## config.mk

```make
export PLATFORM = sky130hd
export DESIGN_NAME = usbdev_in_pkt_sched
export DESIGN_NICKNAME = d
export VERILOG_FILES = /design/src/rtl/usbdev_in_pkt_sched.sv
export SDC_FILE = /design/constraint.sdc
export NUM_CORES = 1
export LEC_CHECK = 0
export ABC_AREA = 0
export CAP_MARGIN = 20
export CORE_MARGIN = 10
export CORE_UTILIZATION = 37
export DETAILED_ROUTE_END_ITERATION = 8
export MAX_ROUTING_LAYER = met4
export SLEW_MARGIN = 25
export SYNTH_ARGS = -nofsm -noshare
export SYNTH_HDL_FRONTEND = slang
export SYNTH_SLANG_ARGS = --single-unit
```

## constraint.sdc

```tcl
create_clock -name clk_48mhz_i -period 8.35 [get_ports clk_48mhz_i]
set_input_delay 2.505 -clock clk_48mhz_i [delete_from_list [all_inputs] [get_ports clk_48mhz_i]]
set_output_delay 2.505 -clock clk_48mhz_i [all_outputs]
set_load 0.02 [all_outputs]
```

## src/rtl/usbdev_in_pkt_sched.sv

```systemverilog
// usbdev_in_pkt_sched: IN-packet scheduler for the USB device IN path.
// Holds per-endpoint packet configuration (buffer id, size, ready), snapshots
// the scheduled packet when an IN transaction starts, serves payload bytes
// from the shared packet SRAM, and retires or retains the packet when the
// transaction ends or rolls back.
module usbdev_in_pkt_sched #(
    parameter int unsigned NumInEps         = 12,
    parameter int unsigned MaxInPktSizeByte = 64,
    parameter int unsigned NumBuffers       = 32,
    localparam int unsigned PktW            = $clog2(MaxInPktSizeByte),
    localparam int unsigned BufW            = $clog2(NumBuffers)
) (
    input  logic                     clk_48mhz_i,
    input  logic                     rst_i,
    input  logic                     link_reset_i,

    // Software packet configuration
    input  logic                     cfg_we_i,
    input  logic [3:0]               cfg_ep_i,
    input  logic [BufW-1:0]          cfg_buf_i,
    input  logic [PktW:0]            cfg_size_i,
    input  logic                     cfg_rdy_i,
    output logic                     cfg_reject_o,
    input  logic [NumInEps-1:0]      sent_clr_i,
    output logic [NumInEps-1:0]      sent_o,
    output logic                     pkt_sent_o,
    output logic [NumInEps-1:0]      rdy_o,

    // IN protocol engine endpoint interface
    input  logic                     in_xact_starting_i,
    input  logic [3:0]               in_xact_start_ep_i,
    input  logic [PktW-1:0]          in_ep_get_addr_i,
    input  logic                     in_ep_xact_end_i,
    input  logic                     in_ep_rollback_i,
    output logic [NumInEps-1:0]      in_ep_has_data_o,
    output logic [NumInEps-1:0]      in_ep_data_done_o,
    output logic [7:0]               in_ep_data_o,

    // Packet SRAM read port
    output logic                     mem_req_o,
    output logic [BufW+PktW-3:0]     mem_addr_o,
    input  logic [31:0]              mem_rdata_i
);

    // Per-endpoint configuration
    logic [NumInEps-1:0] rdy_q, rdy_d;
    logic [BufW-1:0]     buf_q  [NumInEps];
    logic [BufW-1:0]     buf_d  [NumInEps];
    logic [PktW:0]       size_q [NumInEps];
    logic [PktW:0]       size_d [NumInEps];

    // Snapshot of the packet being served
    logic [3:0]          cur_ep_q, cur_ep_d;
    logic [BufW-1:0]     cur_buf_q, cur_buf_d;
    logic [PktW:0]       cur_size_q, cur_size_d;

    // Transaction flags and pulses
    logic                in_flight_q, in_flight_d;
    logic                start_d1_q, start_d1_d;
    logic [NumInEps-1:0] sent_q, sent_d;
    logic                cfg_reject_q, cfg_reject_d;
    logic                pkt_sent_q, pkt_sent_d;

    // Read-data alignment: byte lane and valid follow the SRAM latency
    logic [1:0]          lane_q, lane_d;
    logic                rd_vld_q, rd_vld_d;

    // Event decode
    logic cfg_ep_valid, start_ep_valid;
    logic cfg_blocked, cfg_accept;
    logic start_rdy, retire, rollback_ok;

    // Decode the qualifying events for this cycle
    always_comb begin
        cfg_ep_valid   = ({1'b0, cfg_ep_i} < 5'(NumInEps));
        start_ep_valid = ({1'b0, in_xact_start_ep_i} < 5'(NumInEps));
        cfg_blocked    = cfg_we_i && cfg_ep_valid && in_flight_q && (cfg_ep_i == cur_ep_q);
        cfg_accept     = cfg_we_i && cfg_ep_valid && !cfg_blocked;
        start_rdy      = in_xact_starting_i && start_ep_valid && rdy_q[in_xact_start_ep_i];
        retire         = in_ep_xact_end_i && in_flight_q;
        // A rollback right after a start refers to the previous transaction.
        rollback_ok    = in_ep_rollback_i && !start_d1_q;
    end

    // Next-state computation for configuration, snapshot and flags
    always_comb begin
        // NOTE: every variable gets its hold value first, so partial updates
        // below never infer a latch; combinational logic uses blocking '='.
        rdy_d        = rdy_q;
        buf_d        = buf_q;
        size_d       = size_q;
        cur_ep_d     = cur_ep_q;
        cur_buf_d    = cur_buf_q;
        cur_size_d   = cur_size_q;
        in_flight_d  = in_flight_q;
        sent_d       = sent_q & ~sent_clr_i;
        start_d1_d   = in_xact_starting_i;
        cfg_reject_d = cfg_blocked;
        pkt_sent_d   = retire;
        lane_d       = in_ep_get_addr_i[1:0];
        rd_vld_d     = in_flight_q;

        if (cfg_accept) begin
            rdy_d[cfg_ep_i]  = cfg_rdy_i;
            buf_d[cfg_ep_i]  = cfg_buf_i;
            size_d[cfg_ep_i] = cfg_size_i;
        end

        // Retire uses the old snapshot endpoint even if a start lands now.
        if (retire) begin
            rdy_d[cur_ep_q]  = 1'b0;
            sent_d[cur_ep_q] = 1'b1;
        end

        if (retire || rollback_ok) begin
            in_flight_d = 1'b0;
        end

        // A start decides in_flight last so it wins over a same-cycle retire.
        if (in_xact_starting_i) begin
            in_flight_d = start_rdy;
            if (start_rdy) begin
                cur_ep_d   = in_xact_start_ep_i;
                cur_buf_d  = buf_q[in_xact_start_ep_i];
                cur_size_d = size_q[in_xact_start_ep_i];
            end
        end

        // Bus reset drops every pending packet but keeps buffer setup.
        if (link_reset_i) begin
            rdy_d       = '0;
            in_flight_d = 1'b0;
        end
    end

    // State registers with asynchronous reset
    always_ff @(posedge clk_48mhz_i or posedge rst_i) begin
        if (rst_i) begin
            // NOTE: the per-endpoint table is a small flop array, not SRAM, so
            // it is reset along with everything else to keep readback defined.
            for (int e = 0; e < NumInEps; e++) begin
                buf_q[e]  <= '0;
                size_q[e] <= '0;
            end
            rdy_q        <= '0;
            cur_ep_q     <= '0;
            cur_buf_q    <= '0;
            cur_size_q   <= '0;
            in_flight_q  <= 1'b0;
            start_d1_q   <= 1'b0;
            sent_q       <= '0;
            cfg_reject_q <= 1'b0;
            pkt_sent_q   <= 1'b0;
            lane_q       <= '0;
            rd_vld_q     <= 1'b0;
        end else begin
            buf_q        <= buf_d;
            size_q       <= size_d;
            rdy_q        <= rdy_d;
            cur_ep_q     <= cur_ep_d;
            cur_buf_q    <= cur_buf_d;
            cur_size_q   <= cur_size_d;
            in_flight_q  <= in_flight_d;
            start_d1_q   <= start_d1_d;
            sent_q       <= sent_d;
            cfg_reject_q <= cfg_reject_d;
            pkt_sent_q   <= pkt_sent_d;
            lane_q       <= lane_d;
            rd_vld_q     <= rd_vld_d;
        end
    end

    // Per-endpoint out-of-data: only the snapshot endpoint can have data left
    always_comb begin
        in_ep_data_done_o = '1;
        for (int e = 0; e < NumInEps; e++) begin
            if (4'(e) == cur_ep_q) begin
                in_ep_data_done_o[e] = ({1'b0, in_ep_get_addr_i} >= cur_size_q);
            end
        end
    end

    // Byte-lane select on the SRAM word returned one cycle after the request
    always_comb begin
        in_ep_data_o = '0;
        if (rd_vld_q) begin
            case (lane_q)
                2'd0:    in_ep_data_o = mem_rdata_i[7:0];
                2'd1:    in_ep_data_o = mem_rdata_i[15:8];
                2'd2:    in_ep_data_o = mem_rdata_i[23:16];
                default: in_ep_data_o = mem_rdata_i[31:24];
            endcase
        end
    end

    assign mem_req_o        = in_flight_q;
    assign mem_addr_o       = {cur_buf_q, in_ep_get_addr_i[PktW-1:2]};
    assign rdy_o            = rdy_q;
    assign in_ep_has_data_o = rdy_q;
    assign sent_o           = sent_q;
    assign cfg_reject_o     = cfg_reject_q;
    assign pkt_sent_o       = pkt_sent_q;

endmodule

```

==> summary.txt, run 1 <==
Vias/cell -> 5.395
Buffers inserted by post-CTS timing repair -> 0
Syn_area_per_cell -> 13.63 sq um
Top library cells by usage in the layout, fill and taps aside -> sky130_fd_sc_hd__dfrtp_1, sky130_fd_sc_hd__mux2_2, sky130_fd_sc_hd__clkdlybuf4s50_1
Fillcell total -> 2201
Portion of the post-synthesis area used by sequential elements -> 51.10%
Net count after synthesis -> 770
TritonCTS clock tree -> done
GP Congestion -> 0.8472
Run status -> completed
Number of unique standard cell types used by synthesis -> 44
Wire length of the first global-routing pass -> 39940 um
Area of the multi-input gates -> 4155 sq um
Main synth FF type -> sky130_fd_sc_hd__dfrtp_1
Hold slack final -> 0.4748 ns
Leak Pwr -> 4.808 nW
Post-DR wirelength/cell -> 22.58 um
Via count of the first global-routing pass -> 6618
Summed negative setup slack over all endpoints -> 0 ns
Syn. warnings -> 0
Pwr per Cell Area -> 220.7 nW/um^2
Area enclosed by the die boundary -> 32040 sq um
Clock network latency to the later pin of the worst-skew pair -> 0.43 ns
Count of cells resized by post-cts repair -> 0
Final setup violation count -> 0
Final-report hold violation count -> 0
Async set-or-reset flop fraction in the synthesized netlist -> 100.0%
Chip Height -> 179.0 um
Antenna viol nets, final -> 0
Fraction of the cycle the final worst path needs -> 87.42%
Area of the placeable core -> 25040 sq um
Count of max-cap constraint violations -> 0
Total number of clock tree sinks -> 191
Worst hold stages -> 0
Worst-case clock skew -> 0.01146 ns
Initial detailed-routing violation count -> 304
Number of port buffers -> 145
Slew at the pin closest to its max-slew limit -> 1.026 ns
DRC errors left -> 0
Largest net degree at the start of global routing -> 71
Site row count -> 58
CTS Root Buffer Type -> sky130_fd_sc_hd__clkbuf_16
Number of buffers created by CTS -> 17
Arr. time, crit path -> 4.79 ns
Launching point of the worst reg2reg path -> cur_ep_q[0]$_DFFE_PP0P_
Number of buffers added to fix hold violations after cts -> 0
Max VDD drop -> 120.7 uV
Clock transition at the registers of the reported paths -> 0.07 ns
Detailed Place HPWL -> 17450 um
Worst reg2reg endpoint -> size_q[59]$_DFFE_PP0P_
Antenna diode count -> 0
Count of flip-flops with a built-in enable after synthesis -> 0
Synthesis-stage register bit count -> 191
Syn-to-layout area delta -> 23.54%
Final worst path period need -> 7.300 ns
Portion of synthesized cell area occupied by the leading cell type -> 51.10%
Kind of end point of the critical path -> output pin
Routed Wire Length -> 25720 um
Gate Count Post-Synth -> 686
# nets final -> 883
Sink of the worst hold path -> rd_vld_q$_DFF_PP0_
Via count -> 6145
Number of top-level pins -> 146
Slew HR -> 31.39%
Most area-consuming cells after synthesis -> sky130_fd_sc_hd__dfrtp_1, sky130_fd_sc_hd__mux2_2, sky130_fd_sc_hd__mux4_2
Share of layout cells above drive strength 1 -> 30.78%
Initial antenna violation count -> 0
Most common library cell in the layout ignoring fill and taps -> sky130_fd_sc_hd__dfrtp_1
Initial core utilization -> 37.36%
Upper clock frequency limit -> 137.0 MHz
Min-Delay Startpoint -> mem_req_o$_DFFE_PP0P_
Setup repair after global routing missed its margin -> no
Netlist area before placement -> 9353 sq um
Area taken by flip-flops and latches -> 4780 sq um
Class of the tightest hold or removal check -> reg -> reg
Deepest clock path buffer count -> 2
Max Transition Viols Final -> 0
Highest fanout seen on the critical path -> 12
All-layer global routing usage -> 16.84%
Category of the most critical setup path -> in -> out
CTS H-Tree Depth -> 4
Worst-case reg-to-reg path depth -> 4
Pre-Repair DR Iteration Count -> 4
Kind of launch point of the worst setup path -> input port
Worst R2R Setup Slack -> 5.65 ns
Yosys top cell by area -> sky130_fd_sc_hd__dfrtp_1
Horiz. Die Dim -> 179.0 um
Data required, critical path -> 5.85 ns
Total gr overflow -> 0
-- final cells by class --
cell class                      count  area share, %
Clock buffer                       20          3.952
Multi-Input combinational cell    405          35.96
Inverter                           22         0.7580
Timing Repair Buffer              162          13.62
Sequential cell                   191          41.36
Clock inverter                      9         0.7688
Tap cell                          330          3.573
-- logic make-up (layout without fill, tap and decap cells) --
family / Yosys count / in the layout / share of synthesized area [%]
AND/OR/NAND/NOR: 92 / 92 / 5.458
XOR/XNOR: 3 / 3 / 0.2810
buffers and inverters: 90 / 213 / 4.856
adder cells (fa/ha/maj): 6 / 6 / 0.8027
AO/OA/AOI/OAI: 73 / 73 / 5.739
flip-flops: 191 / 191 / 51.10
multiplexers: 231 / 231 / 31.76
-- Yosys cell counts, drive strengths merged (2+ instances only) --
cell type,n
nand4b,2
o22ai,12
dfrtp,191
inv,22
a21oi,6
mux2,159
o21ai,14
nor2,13
a22oi,25
clkbuf,27
and2,14
nand3,3
or2,2
a211oi,6
nand2,22
mux2i,38
mux4,34
nand2b,5
ha,6
nor2b,7
o2111ai,2
buf,41
nor3,6
a311oi,2
xor2,3
nand4,12
-- where the power goes --
group | internal (mW) | total [mW] | switching (mW)
Sequential | 1.11 | 1.22 | 0.109
Clock | 0.422 | 0.769 | 0.346
Combinational | 0.316 | 0.559 | 0.242
Total | 1.85 | 2.55 | 0.698
-- per-stage QoR --
stage | area (sq um) | worst slack [ns] | power, mW | std cells | util [%]
floorplan | 9353 | 0.6462 | 1.604 | 686 | -
global placement | 11000 | 1.076 | 1.763 | 1110 | 43.93
detailed placement | 11000 | 0.9837 | 1.806 | 1110 | 43.93
CTS | 11540 | 0.9787 | 2.575 | 1139 | 46.11
global route | 11550 | 0.8813 | 2.689 | 1139 | 46.15
finish | 11550 | 1.050 | 2.550 | 1139 | 46.15
-- worst max path at each step --
| stage | startpoint | endpoint | cells after the start |
|---|---|---|---|
| floorplan | rst_i | buf_q[0]$_DFFE_PP0P_ | 1 |
| global placement | in_ep_get_addr_i[0] | in_ep_data_done_o[10] | 10 |
| detailed placement | in_ep_get_addr_i[0] | in_ep_data_done_o[10] | 10 |
| CTS | in_ep_get_addr_i[0] | in_ep_data_done_o[10] | 10 |
| global route | in_ep_get_addr_i[0] | in_ep_data_done_o[10] | 10 |
| finish | in_ep_get_addr_i[0] | in_ep_data_done_o[10] | 10 |
-- routing by layer --
metal	up-vias	track usage, %	wire [um]
met5	-	-	0
met4	0	4.857	383
met3	27	3.180	1590
met2	183	27.81	12810
met1	3202	20.68	10930
li1	2733	-	-
-- worst max-delay path, cell delays in order --
cell                              delay (ns)
sky130_fd_sc_hd__clkdlybuf4s50_1        0.49
sky130_fd_sc_hd__inv_1                  0.05
sky130_fd_sc_hd__ha_1                   0.27
sky130_fd_sc_hd__nand2b_1               0.14
sky130_fd_sc_hd__a21oi_1                0.15
sky130_fd_sc_hd__nor2b_1                0.06
sky130_fd_sc_hd__o21ai_0                0.20
sky130_fd_sc_hd__buf_4                  0.21
sky130_fd_sc_hd__nand4_1                0.12
sky130_fd_sc_hd__clkdlybuf4s50_1        0.59
-- registers in the layout, summed over array words and instances, names as in the netlist, 2 cells and up --
signal            flops
size_q               84
buf_q                60
in_ep_has_data_o     12
sent_o               12
cur_size_q            7
cur_buf_q             5
cur_ep_q              4
lane_q                2
Note: power is estimated with default switching activity, not from simulation.
==> run 2, diff against run 1 <==
ABC_AREA = 1   (was 0)
SKIP_CTS_REPAIR_TIMING = 1   (was unset)
==> summary.txt, run 2 <==
Chip Height -> 189.3 um (+5.7%)
Critical Path Source -> in_ep_get_addr_i[0]
Hold slack final -> 0.4723 ns (-0.002454 ns)
Worst-case reg-to-reg path depth -> 8 (+4)
Summed negative setup slack over all endpoints -> 0 ns (unchanged)
GP Congestion -> 0.8558 (+1.0%)
Portion of synthesized cell area occupied by the leading cell type -> 45.10% (-6.0 points)
Final-report hold violation count -> 0 (unchanged)
Setup repair after global routing missed its margin -> no
Core Util, Final -> 44.39% (-1.8 points)
Slew at the pin closest to its max-slew limit -> 0.9682 ns (-0.05772 ns)
Arr. time, crit path -> 4.69 ns (-0.10 ns)
Worst R2R Setup Slack -> 6.29 ns (+0.64 ns)
CTS Root Buffer Type -> sky130_fd_sc_hd__clkbuf_16
Upper clock frequency limit -> 138.9 MHz (+1.4%)
Placed insts -> 1745 (+57%)
Vias/cell -> 4.790 (-11%)
Category of the most critical setup path -> in -> out
Deepest clock path buffer count -> 2 (unchanged)
Initial antenna violation count -> 0 (unchanged)
Number of unique standard cell types used by synthesis -> 26 (-41%)
Async set-or-reset flop fraction in the synthesized netlist -> 100.0% (unchanged)
Final worst path period need -> 7.198 ns (-0.1014 ns)
Kind of end point of the critical path -> output pin
Site row count -> 61 (+5.2%)
Post-DR wirelength/cell -> 16.20 um (-28%)
Number of flip-flops in the largest register -> 84 (unchanged)
Data required, critical path -> 5.85 ns (about the same)
TritonCTS clock tree -> done
DRC errors left -> 0 (unchanged)
Syn-to-layout area delta -> 17.32%
Pwr per Cell Area -> 207.1 nW/um^2 (-6.2%)
Antenna diode count -> 0 (unchanged)
Most area-consuming cells after synthesis -> sky130_fd_sc_hd__dfrtp_1, sky130_fd_sc_hd__nand2_1, sky130_fd_sc_hd__o21ai_2
Main synth FF type -> sky130_fd_sc_hd__dfrtp_1
Detailed Place HPWL -> 18980 um (+8.8%)
Kind of launch point of the worst setup path -> input port
Final worst slack -> 1.152 ns (+0.1014 ns)
Count of flip-flops with a built-in enable after synthesis -> 0 (unchanged)
Leak Pwr -> 5.883 nW (+22%)
Via count of the first global-routing pass -> 8410 (+27%)
Run status -> completed
Syn. warnings -> 0 (unchanged)
Worst slack at placement -> 1.138 ns (+0.1545 ns)
CTS H-Tree Depth -> 4 (unchanged)
Area of the placeable core -> 28010 sq um (+12%)
Total gr overflow -> 0 (unchanged)
Worst-case clock skew -> 0.01174 ns (+0.0002803 ns)
Worst-path cell chain -> clkdlybuf4s50_1 -> inv_1 -> ha_1 -> o21ai_0 -> nand2_1 -> a21oi_1 -> nor2_1 -> nor2_1 -> buf_4 -> nand2_1 -> clkdlybuf4s50_1
Slew HR -> 35.45% (+4.1 points)
Initial core utilization -> 37.84% (+0.48 points)
Count of max-cap constraint violations -> 0 (unchanged)
Commonest cells in the netlist -> sky130_fd_sc_hd__nand2_1, sky130_fd_sc_hd__dfrtp_1, sky130_fd_sc_hd__inv_1
Most frequent cell after synthesis -> sky130_fd_sc_hd__nand2_1
Horiz. Die Dim -> 189.3 um (+5.7%)
Antenna viol nets, final -> 0 (unchanged)
Highest fanout seen on the critical path -> 12 (unchanged)
Registers with the highest flip-flop counts -> size_q: 84 flops, buf_q: 60 flops
Gate Count Post-Synth -> 1310 (+91%)
Pre-Repair DR Iteration Count -> 5 (+1)
Delay contributed by the slowest stage of the critical path -> 0.55 ns (-0.04 ns)
Number of buffers created by CTS -> 17 (unchanged)
Share of layout cells above drive strength 1 -> 17.08% (-14 points)
Portion of the post-synthesis area used by sequential elements -> 45.10% (-6.0 points)
Net count after synthesis -> 1394 (+81%)
Via count -> 8512 (+39%)
Clock network latency to the later pin of the worst-skew pair -> 0.44 ns (about the same)
Top library cells by usage in the layout, fill and taps aside -> sky130_fd_sc_hd__nand2_1, sky130_fd_sc_hd__dfrtp_1, sky130_fd_sc_hd__inv_1
Register name with the most flops -> size_q
Number of port buffers -> 145 (unchanged)
Synthesis-stage register bit count -> 191 (unchanged)
Class of the tightest hold or removal check -> reg -> reg
Fraction of the cycle the final worst path needs -> 86.20% (-1.2 points)
Final setup violation count -> 0 (unchanged)
Initial detailed-routing violation count -> 840 (+180%)
Yosys top cell by area -> sky130_fd_sc_hd__dfrtp_1
Total number of clock tree sinks -> 191 (unchanged)
Clock transition at the registers of the reported paths -> 0.08 ns (about the same)
Syn_area_per_cell -> 8.091 sq um (-41%)
Max Transition Viols Final -> 0 (unchanged)
Worst reg2reg endpoint -> in_ep_has_data_o[8]$_DFF_PP0_
Slowest cell on the critical path -> sky130_fd_sc_hd__clkdlybuf4s50_1
# nets final -> 1470 (+66%)
All-layer global routing usage -> 16.58% (-0.26 points)
Largest net degree at the start of global routing -> 135 (+90%)
Area enclosed by the die boundary -> 35820 sq um (+12%)
Routed Wire Length -> 28780 um (+12%)
Netlist area before placement -> 10600 sq um (+13%)
Most common library cell in the layout ignoring fill and taps -> sky130_fd_sc_hd__nand2_1
Max VDD drop -> 115.2 uV (-4.6%)
Launching point of the worst reg2reg path -> cur_ep_q[1]$_DFFE_PP0P_
Wire length of the first global-routing pass -> 46760 um (+17%)
Number of top-level pins -> 146 (unchanged)
Critical Path Sink -> in_ep_data_done_o[2]
Non-filler cells in the finished layout -> 1777 (+56%)
## run 2: changes by cell type in the layout (fill, tap and decap cells not counted), moves of 25 or more
cell                      previous run  this run
sky130_fd_sc_hd__nor2_1             13        79
sky130_fd_sc_hd__a22oi_1            25         0
sky130_fd_sc_hd__o21ai_0            14        94
sky130_fd_sc_hd__o21ai_2             0       101
sky130_fd_sc_hd__nand2_1            22       358
sky130_fd_sc_hd__nand3_1             3       104
sky130_fd_sc_hd__mux2_2            148         0
sky130_fd_sc_hd__mux2i_1            38         0
sky130_fd_sc_hd__inv_1              21       150
sky130_fd_sc_hd__nand2_2             0        73
sky130_fd_sc_hd__mux4_2             34         0
## run 2: layout make-up
| cell class | instances | area [sq um] |
|---|---|---|
| clock buffer | 18 | 439.2 |
| clock inverter | 14 | 128.9 |
| fill | 2858 | 15580 |
| inverter | 157 | 603.1 |
| multi-input combinational | 867 | 4517 |
| sequential | 191 | 4780 |
| tap | 378 | 473.0 |
| timing repair buffer | 152 | 1494 |
## run 2: power by group
group / leakage (nW) / internal [mW] / switching (mW)
clock: 0.268 / 0.401 / 0.397
combinational: 3.14 / 0.247 / 0.333
sequential: 2.47 / 1.09 / 0.104
## run 2: cells by family after synthesis
| kind of cell | share of synthesized area (%) |
|---|---|
| buf+inv | 12.29 |
| flops | 45.09 |
| compound gates | 14.86 |
| fa+ha+maj | 0.7083 |
| simple gates | 27.05 |
## run 2: stage by stage
step                      total power [mW]  area, sq um
after floorplan                      1.627        10600
after global routing                 2.726        12430
after CTS                            2.598        12430
final                                2.575        12430
after detailed placement             1.800        11860
after global placement               1.783        11860
## run 2: worst min-delay path by stage
stage / startpoint / end / slack [ns] / cells past startpoint
5_1_grt: size_q[8]$_DFFE_PP0P_ / size_q[8]$_DFFE_PP0P_ / 0.49 / 2
3_5_place_dp: cur_size_q[2]$_DFFE_PP0P_ / cur_size_q[2]$_DFFE_PP0P_ / 0.46 / 2
2_1_floorplan: cur_size_q[1]$_DFFE_PP0P_ / cur_size_q[1]$_DFFE_PP0P_ / 0.44 / 2
4_1_cts: cur_size_q[2]$_DFFE_PP0P_ / cur_size_q[2]$_DFFE_PP0P_ / 0.48 / 2
3_3_place_gp: cur_buf_q[3]$_DFFE_PP0P_ / cur_buf_q[3]$_DFFE_PP0P_ / 0.45 / 2
6_report: cur_size_q[2]$_DFFE_PP0P_ / cur_size_q[2]$_DFFE_PP0P_ / 0.47 / 2
## run 2: per-layer routing
layer  share of wire [%]  track usage [%]
met5                   0                -
met4                 2.1            5.403
met3                 5.1            3.124
met2                  46            25.69
met1                  47            21.49
## run 2: worst max-delay path: cells and delay by family
| family | cells | cell delay, ns |
|---|---|---|
| fa+ha+maj | 1 | 0.28 |
| buf+inv | 4 | 1.30 |
| simple gates | 4 | 0.30 |
| compound gates | 2 | 0.29 |
